<file path="config.mk">
export PLATFORM = sky130hd
export DESIGN_NAME = viterbi_decoder
export DESIGN_NICKNAME = d
export VERILOG_FILES = /design/src/rtl/viterbi_decoder.sv
export SDC_FILE = /design/constraint.sdc
export NUM_CORES = 1
export LEC_CHECK = 0
export CAP_MARGIN = 30
export CORE_ASPECT_RATIO = 0.75
export CORE_MARGIN = 10
export CORE_UTILIZATION = 45
export CTS_CLUSTER_DIAMETER = 30
export DETAILED_ROUTE_END_ITERATION = 8
export SYNTH_ARGS = -nofsm -noshare
export SYNTH_HDL_FRONTEND = slang
export SYNTH_SLANG_ARGS = --single-unit
</file>
<file path="constraint.sdc">
create_clock -name clk -period 8.1 [get_ports clk]
set_input_delay 0.81 -clock clk [delete_from_list [all_inputs] [get_ports clk]]
set_output_delay 0.81 -clock clk [all_outputs]
set_load 0.1 [all_outputs]
</file>
<file path="src/rtl/viterbi_decoder.sv">
// Hard-decision Viterbi decoder for the rate-1/2, K=3 (7,5 octal) convolutional code.
// Four-state add-compare-select with register-exchange survivors and a fixed decision depth.
module viterbi_decoder #(
  parameter int TB_DEPTH = 16,
  parameter int PM_W     = 4
) (
  input  logic            clk,
  input  logic            rst,
  input  logic            in_valid,
  input  logic [1:0]      in_code,
  output logic            out_valid,
  output logic            out_bit,
  output logic [PM_W-1:0] min_pm
);

  // Handshake: in_valid high means in_code is consumed on this rising edge; there is no
  // back-pressure. out_valid is a one-cycle pulse qualifying out_bit; out_bit and min_pm
  // hold their values while no symbol is accepted.

  localparam int NS = 4;
  localparam int CW = $clog2(TB_DEPTH + 1);
  localparam logic [PM_W-1:0] PM_MAX   = {PM_W{1'b1}};
  localparam logic [PM_W-1:0] PM_INIT  = (PM_W >= 3) ? PM_W'(6) : PM_MAX;
  localparam logic [CW-1:0]   FILL_MAX = CW'(TB_DEPTH);

  logic [NS-1:0][PM_W-1:0]     pm;
  logic [NS-1:0][TB_DEPTH-1:0] surv;
  logic [CW-1:0]               fill;

  logic [NS-1:0][PM_W-1:0]     pm_pre;
  logic [NS-1:0][PM_W-1:0]     pm_norm;
  logic [NS-1:0][TB_DEPTH-1:0] surv_sel;
  logic [NS-1:0][TB_DEPTH-1:0] surv_new;
  logic [NS-1:0]               sel;
  logic [PM_W-1:0]             min_pre;
  logic [1:0]                  best;
  logic [CW-1:0]               fill_next;

  function automatic logic [1:0] hamming(input logic [1:0] a, input logic [1:0] b);
    logic [1:0] d;
    d = a ^ b;
    return {1'b0, d[1]} + {1'b0, d[0]};
  endfunction

  function automatic logic [PM_W-1:0] sat_add(input logic [PM_W-1:0] m, input logic [1:0] bm);
    logic [PM_W:0] sum;
    sum = {1'b0, m} + (PM_W+1)'(bm);
    return sum[PM_W] ? PM_MAX : sum[PM_W-1:0];
  endfunction

  // New state {x,a} is reached from {a,0} and {a,1}; ties keep the {a,0} predecessor.
  for (genvar g = 0; g < NS; g++) begin : g_acs
    localparam logic       X  = (g >= 2);
    localparam logic       A  = (g % 2 == 1);
    localparam int         P0 = (g % 2) * 2;
    localparam int         P1 = P0 + 1;
    localparam logic [1:0] E0 = {X ^ A, X};
    localparam logic [1:0] E1 = {X ^ A ^ 1'b1, X ^ 1'b1};

    logic [PM_W-1:0] cand0;
    logic [PM_W-1:0] cand1;

    assign cand0       = sat_add(pm[P0], hamming(in_code, E0));
    assign cand1       = sat_add(pm[P1], hamming(in_code, E1));
    assign sel[g]      = (cand1 < cand0);
    assign pm_pre[g]   = sel[g] ? cand1 : cand0;
    assign surv_sel[g] = sel[g] ? surv[P1] : surv[P0];
    assign surv_new[g] = (surv_sel[g] << 1) | TB_DEPTH'(X);
  end

  // Strict compare keeps the lowest-index state on equal metrics.
  always_comb begin
    min_pre = pm_pre[0];
    best    = 2'd0;
    pm_norm = '0;
    for (int i = 1; i < NS; i++) begin
      if (pm_pre[i] < min_pre) begin
        min_pre = pm_pre[i];
        best    = 2'(i);
      end
    end
    for (int i = 0; i < NS; i++) begin
      pm_norm[i] = pm_pre[i] - min_pre;
    end
  end

  assign fill_next = !in_valid           ? fill :
                     (fill == FILL_MAX)  ? fill :
                                           fill + CW'(1);

  always_ff @(posedge clk or posedge rst) begin
    if (rst) begin
      pm        <= {PM_INIT, PM_INIT, PM_INIT, {PM_W{1'b0}}};
      surv      <= '0;
      fill      <= '0;
      out_valid <= 1'b0;
      out_bit   <= 1'b0;
      min_pm    <= '0;
    end else begin
      out_valid <= in_valid && (fill_next == FILL_MAX);
      if (in_valid) begin
        pm      <= pm_norm;
        surv    <= surv_new;
        fill    <= fill_next;
        min_pm  <= min_pre;
        out_bit <= surv_new[best][TB_DEPTH-1];
      end
    end
  end

endmodule

</file>
# Word level (Yosys, flattened, before mapping)
# Cells that the tools add are included.
[op_classes]
addsub = 17
n_lt_le_gt_ge = 8
n_eq_ne = 2
n_mux = 26
bitwise = 3
n_reduce_logical = 1
[op_table]
columns = ["cell", "count"]
rows = [
  ["15-bit 2-to-1 mux", 4],
  ["4-bit 2-to-1 mux", 15],
  ["4-bit by 2-bit adder with 5-bit output", 8],
  ["16-bit binary-select mux with 2-bit select", 1],
  ["4-bit less-than comparator", 7],
  ["16-bit 2-to-1 mux", 1],
  ["4-bit subtractor", 4],
  ["5-bit == test, second input constant", 2],
  ["5-bit 2-to-1 mux", 2],
  ["1-bit by 1-bit adder with 2-bit output", 4],
  ["5-bit by 1-bit adder with 5-bit output, second input constant", 1],
  ["2-bit 2-to-1 mux", 2],
  ["2-bit by 3-bit less-than comparator with 1-bit output, second input constant", 1],
  ["1-bit NOT", 2],
  ["2-bit NOT", 1],
  ["1-bit logical AND", 1],
  ["1-bit 2-to-1 mux", 1],
]
[word_totals]
reg_bits = 85
inputBits = 5
output_inout_bits = 6
elab_cells = 69

# Depth between registers and ports, before layout
# Gate-level depths: netlist of the first run.
[logic_depth]
depth_word = 14
depth_mapped = 42
ltp_nobuf = 42

# Least setup slack after synthesis of the first run
# No wires, ideal clock.
[synth_timing]
kind = "input to register"
startpoint = "input in_code[0]"
endpoint = "register pm[3] (netlist name)"
setup_ns = 0.125
arrival_ns = 8.075
required_time_ns = 7.975
path_slack_ns = -0.100
path_stages = 37
n_path_buf = 0
cell_sequence = "inv_1 > ha_1 > ha_1 > ha_1 > a21o_1 > o32a_1 > ha_1 > nor2b_1 > or2_2 > nor3_4 > mux2i_1 > inv_1 > ha_1 > a21oi_1 > o21bai_1 > nor3_1 > or2_2 > ha_1 > a21o_1 > nor2_1 > nand2_1 > o31ai_2 > nand2_1 > o31ai_2 > inv_1 > ha_1 > o21ai_0 > a21oi_1 > nor2_1 > a41oi_2 > nand2b_1 > and2_1 > ha_1 > a21o_1 > a21oi_1 > xnor2_1 > mux2_2"
[synth_between]
elab_chain_cells = 13
word_cells_on_any_way = 37
cone_classes = "13 x add/sub; 7 x order compare; 15 x mux; 2 x bitwise"
[synth_lines]
columns = ["element", "line", "text"]
rows = [
  ["start: declaration", "10", "input logic [1:0] in_code,"],
  ["1-bit NOT (no line) or 2-bit NOT (tied branches)", "--", ""],
  ["1-bit by 1-bit adder with 2-bit output", "42", "return {1'b0, d[1]} + {1'b0, d[0]};"],
  ["4-bit by 2-bit adder with 5-bit output", "47", "sum = {1'b0, m} + (PM_W+1)'(bm);"],
  ["4-bit 2-to-1 mux", "48", "return sum[PM_W] ? PM_MAX : sum[PM_W-1:0];"],
  ["4-bit less-than comparator", "65", "assign sel[g] = (cand1 < cand0);"],
  ["4-bit 2-to-1 mux", "66", "assign pm_pre[g] = sel[g] ? cand1 : cand0;"],
  ["4-bit less-than comparator", "77", "if (pm_pre[i] < min_pre) begin"],
  ["4-bit 2-to-1 mux", "77", ""],
  ["4-bit less-than comparator", "77", ""],
  ["4-bit 2-to-1 mux", "77", ""],
  ["4-bit less-than comparator", "77", ""],
  ["4-bit 2-to-1 mux", "77", ""],
  ["4-bit subtractor (*)", "83", "pm_norm[i] = pm_pre[i] - min_pre;"],
  ["end signal: assignment", "93", "pm <= {PM_INIT, PM_INIT, PM_INIT, {PM_W{1'b0}}};"],
  ["end signal: assignment", "102", "pm <= pm_norm;"],
  ["end: declaration", "26", "logic [NS-1:0][PM_W-1:0] pm;"],
]
# Every way passes the cells marked *; elsewhere a longest branch is shown, timed or not.
# A chain may end at the register's enable or synchronous reset.

==> results of run 1 <==
## metrics by stage
stage | util, % | hold slack, ns | cells | setup WS (ns) | area [µm²]
after floorplan | - | 0.437 | 667 | 0.0619 | 6100
after global placement | 52.8 | 0.451 | 904 | -0.328 | 6920
after detailed placement | 53.0 | 0.451 | 905 | -0.677 | 6950
after CTS | 56.3 | 0.469 | 931 | 0.00820 | 7380
after global routing | 59.2 | 0.495 | 945 | 0.0335 | 7750
final | 59.2 | 0.467 | 945 | 0.392 | 7750
## state kept, by name, indices dropped and copies added (netlist names)
| register | count |
|---|---|
| out_valid | 1 |
| out_bit | 1 |
| surv | 55 |
| fill | 5 |
| pm | 16 |
| min_pm | 4 |
## layer usage
metal / up-vias / routed length [µm] / GRT usage (%)
met2: 118 / 6820 / 24.4
met4: 0 / 152 / 3.36
met5: - / 0 / 0
met3: 16 / 703 / 2.83
met1: 2477 / 8060 / 24.0
li1: 2596 / - / -
## cell type report
type                    instances  area (µm²)
clock inverters                 3        22.5
fillers                      1101        5350
well taps                     171         214
clock buffers                  12         267
multi-input cells             520        4100
repair buffers                119         945
flip-flops and latches         82        2060
inverters                      38         144
## worst paths after layout
| check | startpoint | to | cells after the start |
|---|---|---|---|
| max in group asynchronous | rst | pm[9] | 4 |
| max reg2reg | pm[5] | pm[7] | 43 |
| min reg2reg | surv[48] | surv[48] | 1 |
| min in group asynchronous | rst | surv[36] | 3 |
| max | in_code[1] | pm[13] | 45 |
| min | surv[48] | surv[48] | 1 |
## cell families after synthesis
family / after synthesis
multiplexers: 67
AND/OR/NAND/NOR: 163
flip-flops: 82
buffers and inverters: 65
AO/OA/AOI/OAI: 202
adder cells (fa/ha/maj): 65
XOR/XNOR: 23
## layout by cell type (no fill, tap or decap), types with 14 or more instances in the layout
cell | synthesis | final
sky130_fd_sc_hd__a21o_1 | 15 | 15
sky130_fd_sc_hd__a21oi_1 | 95 | 84
sky130_fd_sc_hd__buf_4 | 2 | 108
sky130_fd_sc_hd__dfrtp_1 | 76 | 76
sky130_fd_sc_hd__ha_1 | 61 | 46
sky130_fd_sc_hd__inv_1 | 37 | 33
sky130_fd_sc_hd__mux2i_1 | 55 | 53
sky130_fd_sc_hd__nand2_1 | 29 | 28
sky130_fd_sc_hd__nor2_1 | 78 | 76
sky130_fd_sc_hd__o21ai_0 | 27 | 23
sky130_fd_sc_hd__xnor2_1 | 14 | 14
## timing repair
item	4_1_cts	5_1_grt
resized for setup	12	53
setup buffers	11	14
cloned	0	0
endpoints found under the setup margin	12	12
pin swaps	4	20
==> impl_metrics.sql, run 1 <==
INSERT INTO impl_metrics (metric_group, metric, value, unit) VALUES
('run_status', 'run_status', 'completed', ''),
('worst_setup_path', 'top_cell_family_by_delay_on_the_critical_path', 'adder cells', ''),
('floorplan', 'floorplan.initialDensity', '46.5', '%'),
('sta', 'fmax', '130', 'MHz'),
('yosys', 'asyncSetResetFlopFracSynth', '100', '%'),
('yosys', 'synth_cell_types', '61', ''),
('yosys', 'synthAdderAreaFrac', '13.8', '%'),
('worst_setup_path', 'crit_fanout', '5', ''),
('yosys', 'synth-xor-area-share', '3.31', '%'),
('yosys', 'synth_simple_gate_area_share', '12.3', '%'),
('finish', 'insertedDiodeCount', '0', ''),
('yosys', 'synthMuxAreaShare', '11.3', '%'),
('drt', 'routed_wire_length_per_instance', '16.7', 'µm'),
('yosys', 'netlist_instances', '667', ''),
('clocking', 'cts_hold_repair.buffers', '0', ''),
('clocking', 'worst_setup_hold_path_clk_slew', '0.06', 'ns'),
('placement', 'place_hpwl', '11.2', 'mm'),
('grt', 'maximum_number_of_pins_on_one_net_before_global_route_repair', '105', ''),
('floorplan', 'die_width', '154', 'µm'),
('yosys', 'yosys_register_bits', '82', ''),
('drt', 'drt_iter0_drc', '401', ''),
('drt', 'wl', '15.7', 'mm'),
('floorplan', 'placement_rows', '36', ''),
('hold_path', 'type_of_the_most_critical_hold_path', 'reg2reg', ''),
('worst_setup_path', 'critical_path.endpoint_type', 'flop', ''),
('yosys', 'netlist_top_cells_area', 'sky130_fd_sc_hd__dfrtp_1 31%, sky130_fd_sc_hd__ha_1 13%, sky130_fd_sc_hd__mux2i_1 9.0%, sky130_fd_sc_hd__a21oi_1 7.8%, sky130_fd_sc_hd__nor2_1 4.8%', ''),
('worst_setup_path', 'startpoint_type', 'input pin', ''),
('grt', 'track_usage', '16.3', '%'),
('grt', 'first_pass_grt_wire_length', '25.6', 'mm'),
('drt', 'post_drt_via_cell_ratio', '5.51', ''),
('sta', 'finalSetupViolCount', '0', ''),
('sta', 'remaining_max_slew_budget_at_the_tightest_pin', '32.8', '%'),
('yosys', 'yosys-top-cells-count', '95 x sky130_fd_sc_hd__a21oi_1, 78 x sky130_fd_sc_hd__nor2_1, 76 x sky130_fd_sc_hd__dfrtp_1', ''),
('yosys', 'synth_top_family_by_area', 'compound AO/OA/AOI/OAI gates', ''),
('yosys', 'yosysTopAreaCellShare', '31.2', '%'),
('floorplan', 'chipHeight', '121', 'µm'),
('worst_setup_path', 'reg2reg_slack', '0.75', 'ns'),
('floorplan', 'die_area', '18600', 'µm²'),
('sta', 'worst_slew_pin_slew', '1.01', 'ns'),
('clocking', 'clock-sinks', '82', ''),
('finish', 'syn2layout_area_growth', '27.2', '%'),
('drt', 'postRouteAntennaNets', '0', ''),
('yosys', 'synth_edf_count', '0', ''),
('sta', 'final-max-slew-violation-count', '0', ''),
('yosys', 'synth_flop_cell', 'sky130_fd_sc_hd__dfrtp_1', ''),
('drt', 'first_pass_iters', '4', ''),
('clocking', 'cts_made_buffers', '9', ''),
('worst_setup_path', 'cp_num_buf_inv', '14', ''),
('yosys', 'synth.net_count', '737', ''),
('sta', 'final_hold_viol_count', '0', ''),
('worst_setup_path', 'critPathSlowestCell', 'sky130_fd_sc_hd__fa_1', ''),
('yosys', 'postSynthAreaPerCell', '9.14', 'µm²'),
('worst_setup_path', 'worst_path_largest_cell_delay', '0.44', 'ns'),
('grt', 'global_route.overflow_total', '0', ''),
('drt', 'drt_drc_violations_left', '0', ''),
('yosys', 'netlist.top_cell.by_area', 'sky130_fd_sc_hd__dfrtp_1', ''),
('sta', 'final_period_minus_worst_setup_slack', '7.71', 'ns'),
('grt', 'grt_pass1_vias', '5029', ''),
('sta', 'final.setup.tns', '0', 'ns'),
('yosys', 'yosysSeqAreaShare', '33.8', '%'),
('worst_setup_path', 'cp_data_required_time', '8.36', 'ns'),
('floorplan', 'core', '13100', 'µm²'),
('finish', 'layout-drive-gt1-share', '26.6', '%'),
('clocking', 'tritoncts', 'done', ''),
('worst_setup_path', 'crit_top_cell', 'sky130_fd_sc_hd__buf_4', ''),
('sta', 'min_period_over_period', '95.2', '%'),
('floorplan', 'top_level_ports', '11', ''),
('placement', 'io_buffers', '10', ''),
('drt', 'vias', '5207', ''),
('run', 'total_of_max_cap_violations', '0', ''),
('yosys', 'ys_warn_count', '0', '');
Power of run 1 is not shown: default switching activity piles up to over one toggle a cycle in this logic, so the estimate is an artifact.
==> inputs of run 2 (changes only) <==
HOLD_SLACK_MARGIN = 0.06   (was unset)
SKIP_LAST_GASP = 1   (was unset)
==> results of run 2 <==
Same layout as run 1: the final DEF is identical, and so are final timing and power.
Power of run 2 is left out for the same reason.
==> inputs of run 3 (changes only) <==
SLEW_MARGIN = 10   (was unset)
==> results of run 3 <==
Same layout as run 1: the final DEF is identical, and so are final timing and power.
Power of run 3 is left out for the same reason.
